$ cat src/rtl/requant_relu_q.sv
// Requantization stage behind the INT8 linear layer.
// Captures the layer's DIM-wide accumulator vector, then streams each element
// through a two-stage pipeline: multiply by M_SCALE, then round-shift, optional
// ReLU and saturation to signed OUT_W. Level start in, sticky done out.
module requant_relu_q #(
    parameter int DIM     = 8,
    parameter int IN_W    = 32,
    parameter int OUT_W   = 8,
    parameter int MULT_W  = 16,
    parameter int M_SCALE = 16384,
    parameter int SHIFT   = 16,
    parameter int RELU_EN = 1
) (
    input  logic                    clk,
    input  logic                    rst,
    input  logic                    start,
    input  logic signed [IN_W-1:0]  x_in  [DIM],
    output logic signed [OUT_W-1:0] y_out [DIM],
    output logic                    busy,
    output logic                    done
);

    localparam int P_W   = IN_W + MULT_W;
    localparam int IDX_W = (DIM > 1) ? $clog2(DIM) : 1;

    localparam logic signed [MULT_W-1:0] M_S = MULT_W'(M_SCALE);
    // Rounding constant 2^(SHIFT-1); zero when there is no shift at all.
    localparam logic signed [P_W:0] HALF =
        (SHIFT > 0) ? ((P_W+1)'(1) <<< ((SHIFT > 0) ? SHIFT - 1 : 0)) : '0;
    localparam logic signed [P_W:0] CLAMP_HI  = (P_W+1)'(2**(OUT_W-1) - 1);
    localparam logic signed [P_W:0] CLAMP_NEG = -((P_W+1)'(2**(OUT_W-1)));
    localparam logic signed [P_W:0] CLAMP_LO  = (RELU_EN != 0) ? '0 : CLAMP_NEG;

    typedef enum logic [1:0] {
        S_IDLE  = 2'd0,
        S_RUN   = 2'd1,
        S_DRAIN = 2'd2,
        S_DONE  = 2'd3
    } state_t;

    state_t             state_reg, state_next;
    logic [IDX_W-1:0]   idx_reg, idx_next;
    logic               done_reg, done_next;
    logic               capture;
    logic               issue;

    logic signed [IN_W-1:0]  xb_reg [DIM];
    logic signed [P_W-1:0]   p_reg;
    logic                    v1_reg;
    logic [IDX_W-1:0]        tag1_reg;

    logic signed [IN_W-1:0]  x_sel;
    logic signed [P_W-1:0]   prod;
    logic signed [P_W:0]     p_ext;
    logic signed [P_W:0]     rnd;
    logic signed [OUT_W-1:0] sat_val;

    // Control state, element index and sticky done flag.
    always_ff @(posedge clk or posedge rst) begin
        if (rst) begin
            state_reg <= S_IDLE;
            idx_reg   <= '0;
            done_reg  <= 1'b0;
        end else begin
            state_reg <= state_next;
            idx_reg   <= idx_next;
            done_reg  <= done_next;
        end
    end

    // Next-state logic: capture in IDLE, issue one element per cycle in RUN,
    // one drain cycle for the last element, then hold done until start drops.
    always_comb begin
        state_next = state_reg;
        idx_next   = idx_reg;
        done_next  = done_reg;
        capture    = 1'b0;
        issue      = 1'b0;
        case (state_reg)
            S_IDLE: begin
                done_next = 1'b0;
                if (start) begin
                    capture    = 1'b1;
                    idx_next   = '0;
                    state_next = S_RUN;
                end
            end
            S_RUN: begin
                issue    = 1'b1;
                idx_next = idx_reg + IDX_W'(1);
                if (idx_reg == IDX_W'(DIM - 1)) begin
                    idx_next   = '0;
                    state_next = S_DRAIN;
                end
            end
            S_DRAIN: begin
                state_next = S_DONE;
            end
            S_DONE: begin
                // done is raised on the first DONE edge; only a low start
                // seen while done is already up returns to IDLE.
                if (!done_reg) begin
                    done_next = 1'b1;
                end else if (!start) begin
                    done_next  = 1'b0;
                    state_next = S_IDLE;
                end
            end
            default: begin
                state_next = S_IDLE;
            end
        endcase
    end

    // Snapshot of the upstream vector; x_in is ignored after the capture edge.
    always_ff @(posedge clk or posedge rst) begin
        if (rst) begin
            for (int i = 0; i < DIM; i++) xb_reg[i] <= '0;
        end else if (capture) begin
            for (int i = 0; i < DIM; i++) xb_reg[i] <= x_in[i];
        end
    end

    assign x_sel = xb_reg[idx_reg];
    assign prod  = P_W'(x_sel) * P_W'(M_S);

    // Stage 1: full-width product of the issued element, tagged with its index.
    always_ff @(posedge clk or posedge rst) begin
        if (rst) begin
            p_reg    <= '0;
            v1_reg   <= 1'b0;
            tag1_reg <= '0;
        end else begin
            v1_reg <= issue;
            if (issue) begin
                p_reg    <= prod;
                tag1_reg <= idx_reg;
            end
        end
    end

    // Round half toward +inf in one extra bit, then clamp at full width.
    assign p_ext = {p_reg[P_W-1], p_reg};
    assign rnd   = (p_ext + HALF) >>> SHIFT;

    always_comb begin
        sat_val = rnd[OUT_W-1:0];
        if (rnd > CLAMP_HI) begin
            sat_val = CLAMP_HI[OUT_W-1:0];
        end else if (rnd < CLAMP_LO) begin
            sat_val = CLAMP_LO[OUT_W-1:0];
        end
    end

    // Stage 2: write the requantized element back to its slot.
    always_ff @(posedge clk or posedge rst) begin
        if (rst) begin
            for (int i = 0; i < DIM; i++) y_out[i] <= '0;
        end else if (v1_reg) begin
            y_out[tag1_reg] <= sat_val;
        end
    end

    assign busy = (state_reg == S_RUN) || (state_reg == S_DRAIN);
    assign done = done_reg;

endmodule
$ cat config.mk
export PLATFORM = sky130hd
export DESIGN_NAME = requant_relu_q
export DESIGN_NICKNAME = d
export VERILOG_FILES = /design/src/rtl/requant_relu_q.sv
export SDC_FILE = /design/constraint.sdc
export NUM_CORES = 1
export LEC_CHECK = 0
export CORE_ASPECT_RATIO = 0.9
export CORE_MARGIN = 2
export CORE_UTILIZATION = 56
export DETAILED_ROUTE_END_ITERATION = 16
export PLACE_DENSITY = 0.95
export SETUP_SLACK_MARGIN = 0.15
export SLEW_MARGIN = 20
export SYNTH_ARGS = -nofsm -noshare
export SYNTH_HDL_FRONTEND = slang
export SYNTH_SLANG_ARGS = --single-unit
export TNS_END_PERCENT = 5
$ cat constraint.sdc
create_clock -name clk -period 22.1 [get_ports clk]
set_input_delay 4.42 -clock clk [delete_from_list [all_inputs] [get_ports clk]]
set_output_delay 4.42 -clock clk [all_outputs]
set_load 0.005 [all_outputs]
Word level (Yosys, flattened, before mapping)
Index checks and enable logic that the tools add are counted.
- word-level logic and storage cells: 67
- register bits after elaboration: 362
- bitwise gates (word level): 2
- reductions and logical operators: 7
- equal/unequal tests: 8
- add/sub/neg operators: 2
- $lt $le $gt $ge: 5
- muxes and demuxes: 21
- operator list (operator ; number):
    $bmux 32 s3 ; 1
    $bwmux 64 ; 1
    $mux 32 ; 2
    $add 46x17->47 const B ; 1
    $gt 31x8->1 const B ; 1
    $lt 31x1->1 const B ; 1
    $demux 8 s3 ; 1
    $mux 8 ; 3
    $ge 4x4->1 const B ; 2
    $mux 2 ; 4
    $ne 2x2->1 const B ; 4
    $not 3->4 ; 2
    $pmux 2 s4 ; 1
    $mux 3 ; 2
    $pmux 3 s2 ; 1
    $eq 2x2->1 const B ; 2
    $lt 4x1->1 const B ; 1
    $mux 1 ; 4
    $reduce_and 4->1 ; 1
    $reduce_bool 2->1 ; 2
    $add 3x1->3 const B ; 1
    $eq 3x3->1 const B ; 1
    $eq 2x1->1 const B ; 1
    $logic_not 2->1 ; 1
    4 further kinds ; 4

Longest topological paths before layout
Gate-level depths: netlist of run 1.
- depth after elaboration: 6
- depth in mapped cells: 9
- gate-level depth less buffers: 8

Least setup slack after synthesis of run 1
No wires, ideal clock.
- path type: input -> register
- start: input start
- end: register xb_reg[10] (netlist name)
- stages on the path: 4
- buffers on the path: 2
- slack: 16.387 ns
- arrival time: 5.588 ns
- path through: nand2_1 buf_1 clkbuf_1 mux2_2
- cells in the longest elaborated chain, start to end: 2
- ends and longest elaborated chain (item ; RTL line ; RTL):
    from (decl) ; 16 ; input logic start,
    $mux 1 ; 82 ; if (start) begin
    $mux 1 ; 79 ; case (state_reg)
    to (decl) ; 47 ; logic signed [IN_W-1:0] xb_reg [DIM];
No other way between the ends.
A chain may end at the register's enable or synchronous reset.

==> reports/results.tsv, run 1 <==
stage	metric	value	unit
cells_and_area	commonest non-fill, non-tap cell in the layout	dfrtp_1	
timing	skew final	0.0147	ns
cts	CTS clk-pin slew, worst paths	0.06	ns
critical_path	most frequent CP cell	buf_4	
cts	H-tree levels	2	
critical_path	Crit-path slowest cell	buf_4	
synth	Mapped Cells	1104	
routing	final WL	40.7	mm
synth	YS warnings	0	
critical_path	kind of critical path	input port to asynchronous set/reset pin	
cells_and_area	Largest register FFs	248	
cells_and_area	fin nets	1677	
cells_and_area	# fillers	1652	
synth	syn avg cell area	14.3	sq um
synth	main area contributors after synthesis	dfrtp_1, mux2_2, mux4_2, mux2i_1, o21ai_1	
power_and_ir_drop	Power Dens Cells	138	nW/um^2
global_routing	vias in the first global route	11500	
synth	synthesized flop and latch total	353	
timing	RSZ-0062 raised after global routing	false	
floorplanning	Die W	181	microns
synth	top cell type's share of synthesized area	56.1	%
timing	setup TNS	0	ns
critical_path	Cell Chain, Critical Path	clkdlybuf4s50_1, inv_8, buf_4, buf_16, buf_4	
critical_path	WP buf/inv	5	
cts	CTS root buf	clkbuf_16	
timing	Max Fclk	0.149	GHz
synth	Primary FF master, synth	dfrtp_1	
routing	Final ANT Viol Nets	0	
run	max-cap violation count	0	
floorplanning	Die ar.	29500	sq um
cts	hold_buf cts	0	
timing	Final Cycle Share	30.4	%
cts	CTS tree	built	
timing	Least-Margin Pin Slew	1.06	ns
floorplanning	Core Rows	58	
worst_hold_path	Min-Delay Path Class	flop to flop	
timing	Final Hold Fails	0	
cts	Clock Sinks	353	
cells_and_area	layout cells sized above 1	29.3	%
synth	Netlist cell types	67	
placed_design	GPL Wtd Cong	0.851	
timing	final slew viol count	0	
critical_path	Max FO, Critical Path	121	
cts	TritonCTS Buffers	37	
routing	Pre-antenna DRT Iters	6	
cts	Clock Latency Late Sink	0.52	ns
routing	drt wl/cell	22.6	microns
placed_design	placed inst area	19200	sq um
global_routing	first-pass GRT wire length	63.4	mm
cells_and_area	design area	20500	sq um
cells_and_area	most frequent cells in the layout	dfrtp_1, clkdlybuf4s50_1, mux2_2	
power_and_ir_drop	Worst IR Drop VDD	98.9	uV
cts	Max clock buf depth	3	
critical_path	startpoint type of the worst setup path	input port	
power_and_ir_drop	leakage power	0.00838	uW
global_routing	initial antenna violation count	2	
status	status	completed	
synth	Mapped Area	15800	sq um
synth	Synth area leader	dfrtp_1	
placed_design	post-DP HPWL	27.3	mm
placed_design	PortBufs	316	
timing	Slew HR	29.1	%
cells_and_area	Layout area overhead	30.0	%
synth	syn_nets	1370	
floorplanning	Die H	163	microns
global_routing	largest net degree at the start of global routing	122	
cts	Post CTS Setup Buffer Count	0	
global_routing	Overflow after GRT	0	
synth	number of synthesized flops with an enable pin	0	
synth	asr flop ratio synth	100	%
floorplanning	core area	27800	sq um
routing	via/cell ratio	5.94	
critical_path	CP endpoint kind	asynchronous set/reset pin	
synth	register area share after synthesis	56.1	%
routing	# DRC	0	
timing	Tmin final	6.71	ns
timing	count of final setup violators	0	
critical_path	CP Data Required Time	22.60	ns
global_routing	total track usage	27.6	%
routing	Starting DRT DRC Count	746	
floorplanning	Starting Density	56.7	%
routing	via count	10700	
critical_path	Crit path largest cell delay	0.82	ns
floorplanning	Ports	325	
critical_path	Crit path max-delay family	buffers and inverters	
cts	Resize count post-CTS	0	
critical_path	WP data arrival	7.21	ns
## cell families (layout without fill, tap and decap cells)
group / count (synthesis) / in the layout / synth area share, %
and+or+nand+nor: 209 / 209 / 7.94
other: 0 / 2 / 0
muxes: 345 / 345 / 28.8
adders and majority gates: 7 / 7 / 0.556
DFF: 353 / 353 / 56.1
xor gates and xnor gates: 6 / 6 / 0.333
AOI/OAI and AO/OA: 119 / 119 / 4.54
buffers and inverters: 65 / 399 / 1.74
## synth_stat cells, types with 3 or more instances
cell and n:
nor2_1 40, o21ai_0 6, a32o_1 3, buf_6 4, or2b_1 4, mux4_2 62, a31oi_1 4, a21oi_1 31
clkbuf_1 43, buf_1 11, nor4_1 8, mux2i_1 32, nor4_4 8, and3_1 6, nand2_1 71, dfrtp_1 353
nand4_1 6, xnor2_1 4, o31ai_1 3, o21ai_1 57, ha_1 7, nand3_1 20, inv_1 7, a311oi_1 3
mux2_2 251, and2_1 10
## report_power, final
group / internal (uW) / switching [uW] / total, uW / leakage [uW]
clock network: 358 / 254 / 612 / 0.000590
registers: 954 / 239 / 1190 / 0.00425
logic: 594 / 427 / 1020 / 0.00354
total: 1910 / 921 / 2830 / 0.00838
## routing by layer
layer  up-vias  wire [microns]  GRT usage, %
met5         -               0             0
met4         0            1830          12.0
met3       121            2910          6.91
met2       464           20700          47.4
met1      5420           15300          33.3
li1       4690               -             -
## area by class of cell
class	instances	area, sq um	share of cell area [%]
flip-flops and latches	353	8840	43.2
multi-input cells	686	6670	32.6
repair buffers	326	3280	16.0
clock buffers	55	1100	5.39
well taps	360	450	2.20
clock inverters	11	92.6	0.452
inverters	7	33.8	0.165
diodes	2	5.00	0.0244
## tightest hold or removal path, stage by stage, from the launching register on
cell and delay [ns]:
dfrtp_1 0.34, nand2_1 0.05, o21ai_1 0.06
## through the flow
step	utilization (%)	instances	hold WS [ns]	power (uW)	worst slack [ns]
finish	73.7	1800	0.485	2830	15.39
global route	73.7	1800	0.513	2980	14.99
CTS	73.4	1796	0.488	2830	15.07
detailed placement	69.1	1730	0.473	2190	14.53
global placement	69.1	1730	0.468	2120	14.63
floorplan	-	1104	0.474	1850	7.89
## worst paths after layout
check	start	endpoint	slack [ns]	cells after the start
max	rst	xb_reg[24]$_DFFE_PP0P_	15.39	5
min	y_out[1]$_DFFE_PP0P_	y_out[1]$_DFFE_PP0P_	0.49	2
max reg2reg	p_reg[16]$_DFFE_PP0P_	y_out[25]$_DFFE_PP0P_	18.70	8
min reg2reg	y_out[1]$_DFFE_PP0P_	y_out[1]$_DFFE_PP0P_	0.49	2
max in group clk	start	xb_reg[137]$_DFFE_PP0P_	15.69	4
min in group asynchronous	rst	xb_reg[194]$_DFFE_PP0P_	4.49	2
Power figures use the tool's default switching activity.
==> inputs of run 2 (changes only) <==
--- a/config.mk
+++ b/config.mk
@@ -7,9 +7,9 @@
 export LEC_CHECK = 0
 export CORE_ASPECT_RATIO = 0.9
 export CORE_MARGIN = 2
-export CORE_UTILIZATION = 56
+export CORE_UTILIZATION = 47
 export DETAILED_ROUTE_END_ITERATION = 16
-export PLACE_DENSITY = 0.95
+export PLACE_DENSITY = 0.88
 export SETUP_SLACK_MARGIN = 0.15
 export SLEW_MARGIN = 20
 export SYNTH_ARGS = -nofsm -noshare
==> constraint.sdc (replaced) <==
create_clock -name clk -period 5.6 [get_ports clk]
set_input_delay 1.12 -clock clk [delete_from_list [all_inputs] [get_ports clk]]
set_output_delay 1.12 -clock clk [all_outputs]
set_load 0.005 [all_outputs]
==> reports/results.tsv, run 2 (synthesis gave the netlist of run 1 again) <==
stage	metric	value	unit	change
status	status	completed		unchanged
floorplanning	Core Rows	63		was 58
critical_path	R2R depth	8		unchanged
cells_and_area	most frequent cells in the layout	dfrtp_1, clkdlybuf4s50_1, mux2_2		unchanged
cts	Clock Latency Late Sink	0.53	ns	was 0.52 ns
critical_path	Crit path largest cell delay	0.75	ns	was 0.82 ns
cells_and_area	fin nets	1677		unchanged
floorplanning	core area	32900	sq um	was 27,800 sq um
cts	CTS root buf	clkbuf_16		unchanged
worst_hold_path	HP Start	y_out[47]$_DFFE_PP0P_		was y_out[1]$_DFFE_PP0P_
cts	H-tree levels	2		unchanged
cts	hold_buf cts	0		unchanged
timing	Final Hold Fails	0		unchanged
routing	drt wl/cell	21.0	microns	was 22.6 microns
global_routing	total track usage	22.4	%	was 27.6%
cells_and_area	Multi-input gate area	6660	sq um	was 6670 sq um
cells_and_area	design area	20600	sq um	was 20,500 sq um
floorplanning	Die W	197	microns	was 181 microns
critical_path	Crit-path slowest cell	nor4_4		was buf_4
critical_path	worst reg2reg startpoint	p_reg[16]$_DFFE_PP0P_		unchanged
critical_path	worst reg-to-reg setup slack	2.34	ns	was 18.70 ns
timing	final slew viol count	0		unchanged
run	max-cap violation count	0		unchanged
global_routing	Overflow after GRT	0		unchanged
critical_path	WP data arrival	3.63	ns	was 7.21 ns
floorplanning	Die H	178	microns	was 163 microns
critical_path	kind of critical path	flop to flop		was input port to asynchronous set/reset pin
cts	Max clock buf depth	3		unchanged
placed_design	placed inst area	19300	sq um	was 19,200 sq um
timing	setup TNS	0	ns	unchanged
global_routing	vias in the first global route	10900		was 11,500
cts	Resize count post-CTS	0		unchanged
placed_design	GPL Wtd Cong	0.869		was 0.851
cts	CTS clk-pin slew, worst paths	0.06	ns	about the same
worst_hold_path	Worst Hold End	y_out[47]$_DFFE_PP0P_		was y_out[1]$_DFFE_PP0P_
timing	Slew HR	37.9	%	was 29.1%
power_and_ir_drop	switching power	3550	uW	was 921 uW
routing	via/cell ratio	5.62		was 5.94
critical_path	startpoint type of the worst setup path	flop		was input port
power_and_ir_drop	P_int	7620	uW	was 1910 uW
cts	TritonCTS Buffers	37		unchanged
floorplanning	Die ar.	35000	sq um	was 29,500 sq um
cts	Clock Sinks	353		unchanged
cts	Post CTS Setup Buffer Count	0		unchanged
power_and_ir_drop	clock network fraction of total power	22.6	%	was 21.7%
floorplanning	Starting Density	47.8	%	was 56.7%
power_and_ir_drop	leakage power	0.00842	uW	was 0.00838 uW
routing	Starting DRT DRC Count	657		was 746
critical_path	Worst R2R End	y_out[34]$_DFFE_PP0P_		was y_out[25]$_DFFE_PP0P_
critical_path	Max FO, Critical Path	8		was 121
cells_and_area	layout cells sized above 1	29.3	%	about the same
routing	Final ANT Viol Nets	0		unchanged
critical_path	Cell Chain, Critical Path	ha_1, nand3_1, nor4_1, a31oi_1, a311oi_2, nand4_4, nor4_4, o21ai_1		was clkdlybuf4s50_1, inv_8, buf_4, buf_16, buf_4
power_and_ir_drop	share of power burned in registers	41.6	%	was 42.2%
floorplanning	Ports	325		unchanged
routing	Pre-antenna DRT Iters	5		was 6
routing	via count	10500		was 10,700
placed_design	PortBufs	316		unchanged
global_routing	first-pass GRT wire length	60.6	mm	was 63.4 mm
power_and_ir_drop	Worst IR Drop VDD	330	uV	was 98.9 uV
worst_hold_path	Min-Delay Path Class	flop to flop		unchanged
cells_and_area	Layout area overhead	30.9	%	was 30.0%
routing	# DRC	0		unchanged
timing	Max Fclk	0.307	GHz	
cells_and_area	# fillers	2359		was 1,652
global_routing	largest net degree at the start of global routing	182		was 122
routing	final WL	39.2	mm	was 40.7 mm
timing	count of final setup violators	0		unchanged
cts	CTS tree	built		unchanged
timing	skew final	0.0213	ns	was 0.0147 ns
timing	Least-Margin Pin Slew	0.932	ns	was 1.06 ns
cells_and_area	commonest non-fill, non-tap cell in the layout	dfrtp_1		unchanged
critical_path	Crit path max-delay family	simple AND/OR/NAND/NOR gates		was buffers and inverters
critical_path	CP Data Required Time	5.97	ns	was 22.60 ns
worst_hold_path	hold depth	1		was 2
placed_design	post-DP HPWL	27.7	mm	was 27.3 mm
timing	RSZ-0062 raised after global routing	false		unchanged
power_and_ir_drop	Power Dens Cells	541	nW/um^2	was 138 nW/um^2
cells_and_area	register area	8840	sq um	unchanged
timing	Final Cycle Share	58.2	%	
cells_and_area	Largest register FFs	248		unchanged
power_and_ir_drop	combinational share of power	35.8	%	was 36.1%
power_and_ir_drop	switch share	31.8	%	was 32.6%
global_routing	initial antenna violation count	2		unchanged
critical_path	WP buf/inv	0		was 5
timing	Tmin final	3.26	ns	
critical_path	CP endpoint kind	flop		was asynchronous set/reset pin
[run 2: cell count changes in the layout (fill, tap and decap cells not counted), moves of 2 or more]
cell       delta
buf_12        +3
clkbuf_1      -3
diode_2       +5
clkbuf_8      -3
bufinv_16     +3
buf_4         -2
[run 2: worst max path at each step]
stage,start,end,slack (ns),cells after the start
after floorplan,rst,done$_DFFE_PP0P_,-0.25,1
after global placement,p_reg[16]$_DFFE_PP0P_,y_out[17]$_DFFE_PP0P_,2.45,8
after detailed placement,p_reg[15]$_DFFE_PP0P_,y_out[34]$_DFFE_PP0P_,2.38,8
after CTS,p_reg[16]$_DFFE_PP0P_,y_out[34]$_DFFE_PP0P_,2.37,8
after global routing,p_reg[16]$_DFFE_PP0P_,y_out[33]$_DFFE_PP0P_,2.11,8
final,p_reg[16]$_DFFE_PP0P_,y_out[34]$_DFFE_PP0P_,2.34,8
[run 2: through the flow]
stage          total power (uW)  setup WS, ns  hold WS (ns)  utilization, %  cells
5_1_grt                   11800          2.11         0.507            62.6   1857
3_3_place_gp               8390          2.45         0.469            58.7   1793
3_5_place_dp               8670          2.38         0.471            58.7   1793
6_report                  11200          2.34         0.491            62.6   1864
2_1_floorplan              7320        -0.248         0.474               -   1104
4_1_cts                   11200          2.37         0.490            62.5   1856
[run 2: layout make-up]
class                      instances  area share [%]
antenna                            7          0.0849
inverter                           7           0.146
clock inverter                    14           0.970
sequential                       353            42.9
multi-input combinational        686            32.3
tap                              422            2.56
timing repair buffer             326            16.0
clock buffer                      49            5.09
[run 2: metal layers]
layer	GRT usage [%]	up-vias	part of all wire, %	routed length (microns)
li1	-	4699	-	-
met1	28.2	5377	40	15500
met2	37.9	334	51	20000
met3	5.61	74	6.5	2550
met4	8.11	0	2.9	1150
met5	0	-	0	0
[run 2: power by group through the flow]
stage / clock network, uW / registers, uW / logic (uW)
after floorplan: 0 / 4290 / 3030
after global placement: 0 / 4550 / 3840
after detailed placement: 0 / 4660 / 4010
after CTS: 2580 / 4630 / 4040
after global routing: 2690 / 4800 / 4330
final: 2530 / 4650 / 4000
==> RTL change, RTL diff (config.mk and constraints of run 2) <==
The 4 states of `state_t` get a one-hot encoding in 4 bits.
--- a/src/rtl/requant_relu_q.sv
+++ b/src/rtl/requant_relu_q.sv
@@ -31,11 +31,11 @@
     localparam logic signed [P_W:0] CLAMP_NEG = -((P_W+1)'(2**(OUT_W-1)));
     localparam logic signed [P_W:0] CLAMP_LO  = (RELU_EN != 0) ? '0 : CLAMP_NEG;
 
-    typedef enum logic [1:0] {
-        S_IDLE  = 2'd0,
-        S_RUN   = 2'd1,
-        S_DRAIN = 2'd2,
-        S_DONE  = 2'd3
+    typedef enum logic [3:0] {
+        S_IDLE  = 4'b0001,
+        S_RUN   = 4'b0010,
+        S_DRAIN = 4'b0100,
+        S_DONE  = 4'b1000
     } state_t;
 
     state_t             state_reg, state_next;
Check against the original RTL: no difference found for any inputs over 4 cycles, from zero or initial values and one cycle with rst high; so few cycles prove little.
==> RTL change against run 2 <==
Non-clock buffer count is 2 higher; global-route usage grew 2.5 points; final area up 0.99%; power down 2.4%; routed wire length rose by 12%; area after synthesis is 0.95% higher; sequential cell count rose by 2; worst hold slack worse by 0.022 ns; setup slack got worse by 0.47 ns; highest routed layer unchanged.
==> RTL change: results (changes against run 2) <==
- Sequential-to-total area share from yosys stat: 55.9% (-0.21 points)
- Mapped Area: 15900 um^2 (+0.95%)
- Last weighted congestion value of the routability-driven placer: 0.857 (-1.3%)
- Arrival time at the worst endpoint: 4.10 ns (+0.47 ns)
- Latest clock arrival within the worst-skew pair: 0.54 ns
- Number of nets in the finished design: 2192 (+31%)
- Cell types occupying the most area after synthesis: sky130_fd_sc_hd__dfrtp_1 56%, sky130_fd_sc_hd__nand2_1 19%, sky130_fd_sc_hd__mux4_2 8.8%, sky130_fd_sc_hd__mux2i_1 2.0%, sky130_fd_sc_hd__clkbuf_1 1.8%
- Fraction of layout instances using a drive strength above 1: 8.38% (-21 points)
- Maximum resistive drop on vdd: 0.286 mV (-13%)
- WHS Path Cells: 2 (+1)
- Largest clock skew in the final design: 0.0261 ns (+0.00479 ns)
- Setup slack of the worst register-to-register path: 1.87 ns (-0.47 ns)
- Syn Nets: 1919 (+40%)
- Antenna violations before repair: 4 (+2)
- Reg2reg end: y_out[28]
- Area of the core region: 33100 um^2 (+0.48%)
- TritonRoute pass-1 iters: 5 (unchanged)
- Ys async rst share: 100% (unchanged)
- Num CTS Buffers: 38 (+2.7%)
- Drt first-iter violations: 1095 (+67%)
- Placed inst area: 19400 um^2 (+0.33%)
- Hold crit path type: reg2reg
- Share of synthesized cell area in full adder, half adder and majority cells: 0.236% (-0.32 points)
- Number of buffers added on ports: 316 (unchanged)
- Headroom to the max-slew limit: 18.0% (-20 points)
- Post-detailed-placement half-perimeter wirelength: 29500 um (+6.6%)
- Multiplexer fraction of the synthesized cell area: 11.1% (-18 points)
- XOR/XNOR Fraction of Synth Area: 0.330% (-0.0031 points)
- Result of the run: complete, no violations
- Wire length of the first global-routing pass: 68900 um (+14%)
- DR vias: 13210 (+26%)
- Fill cell count: 2483 (+5.3%)
- Crit path from: p_reg[16]
- Pin count of the biggest net entering global routing: 250 (+37%)
- Global-route usage over all layers: 24.9% (+2.5 points)
- Top post-synthesis cells by count: 816 x sky130_fd_sc_hd__nand2_1, 354 x sky130_fd_sc_hd__dfrtp_1, 78 x sky130_fd_sc_hd__clkbuf_1, 62 x sky130_fd_sc_hd__mux4_2, 56 x sky130_fd_sc_hd__o21ai_1
- Number of distinct library cells after synthesis: 58 (-13%)
- Area of all placed cells without fillers: 20800 um^2 (+0.99%)
- Area fraction in compound gates after synthesis: 4.81% (+0.27 points)
- Total wire length: 43700 um (+12%)
- Total leakage power: 9.72 nW (+15%)
[RTL change: cell types whose count changed after synthesis, moves of 4 or more]
cell	before	now
sky130_fd_sc_hd__nand2_1	71	816
sky130_fd_sc_hd__mux2_2	251	4
sky130_fd_sc_hd__clkbuf_1	43	78
sky130_fd_sc_hd__a21oi_1	31	38
sky130_fd_sc_hd__nand4_1	6	13
sky130_fd_sc_hd__nand2b_1	2	8
sky130_fd_sc_hd__inv_1	7	12
sky130_fd_sc_hd__nor3_1	1	6
sky130_fd_sc_hd__ha_1	7	3
sky130_fd_sc_hd__or4_1	0	4
[RTL change: through the flow]
step / hold WS [ns] / std cells / worst slack (ns)
finish: 0.468 / 2384 / 1.87
global route: 0.487 / 2382 / 1.58
CTS: 0.474 / 2380 / 1.90
detailed placement: 0.457 / 2312 / 1.92
global placement: 0.452 / 2312 / 1.93
floorplan: 0.440 / 1657 / -0.276
[RTL change: kinds of logic after synthesis]
kind of cell    after synthesis
compound gates              129
mux                          98
xor+xnor                      6
fa+ha+maj                     3
simple gates                959
flops                       355
buf+inv                     107
[RTL change: worst min path at each step]
stage | to | startpoint | slack, ns
2_1_floorplan | xb_reg[161] | xb_reg[161] | 0.44
3_3_place_gp | xb_reg[13] | xb_reg[13] | 0.45
3_5_place_dp | xb_reg[132] | xb_reg[132] | 0.46
4_1_cts | xb_reg[132] | xb_reg[132] | 0.47
5_1_grt | xb_reg[140] | xb_reg[140] | 0.49
6_report | xb_reg[132] | xb_reg[132] | 0.47
[RTL change: routing by layer]
metal | up-vias | global-route usage (%) | share of wire [%]
met1 | 6522 | 32.6 | 41
met3 | 109 | 4.99 | 7.0
met4 | 0 | 9.34 | 3.3
met5 | - | 0 | 0
met2 | 552 | 41.4 | 49
li1 | 6027 | - | -
[RTL change: where the power goes]
group / switching (mW) / internal (mW)
registers: 0.820 / 3.68
clock network: 1.07 / 1.76
logic: 1.90 / 1.66
[RTL change: critical path: stages (launching register included)]
cell                        delay [ns]
sky130_fd_sc_hd__dfrtp_1          0.42
sky130_fd_sc_hd__ha_1             0.23
sky130_fd_sc_hd__and3_1           0.30
sky130_fd_sc_hd__nand4_1          0.35
sky130_fd_sc_hd__or4_4            0.63
sky130_fd_sc_hd__a2111oi_4        0.41
sky130_fd_sc_hd__o221ai_4         0.31
sky130_fd_sc_hd__nor4_4           0.74
sky130_fd_sc_hd__o21ai_1          0.17
[RTL change: final cells by class]
class	instances	area share (%)
Clock buffer	47	5.02
Inverter	12	0.234
Antenna cell	4	0.0480
Clock inverter	21	1.85
Tap cell	422	2.53
Sequential cell	355	42.7
Multi-Input combinational cell	1195	31.7
Timing Repair Buffer	328	15.9
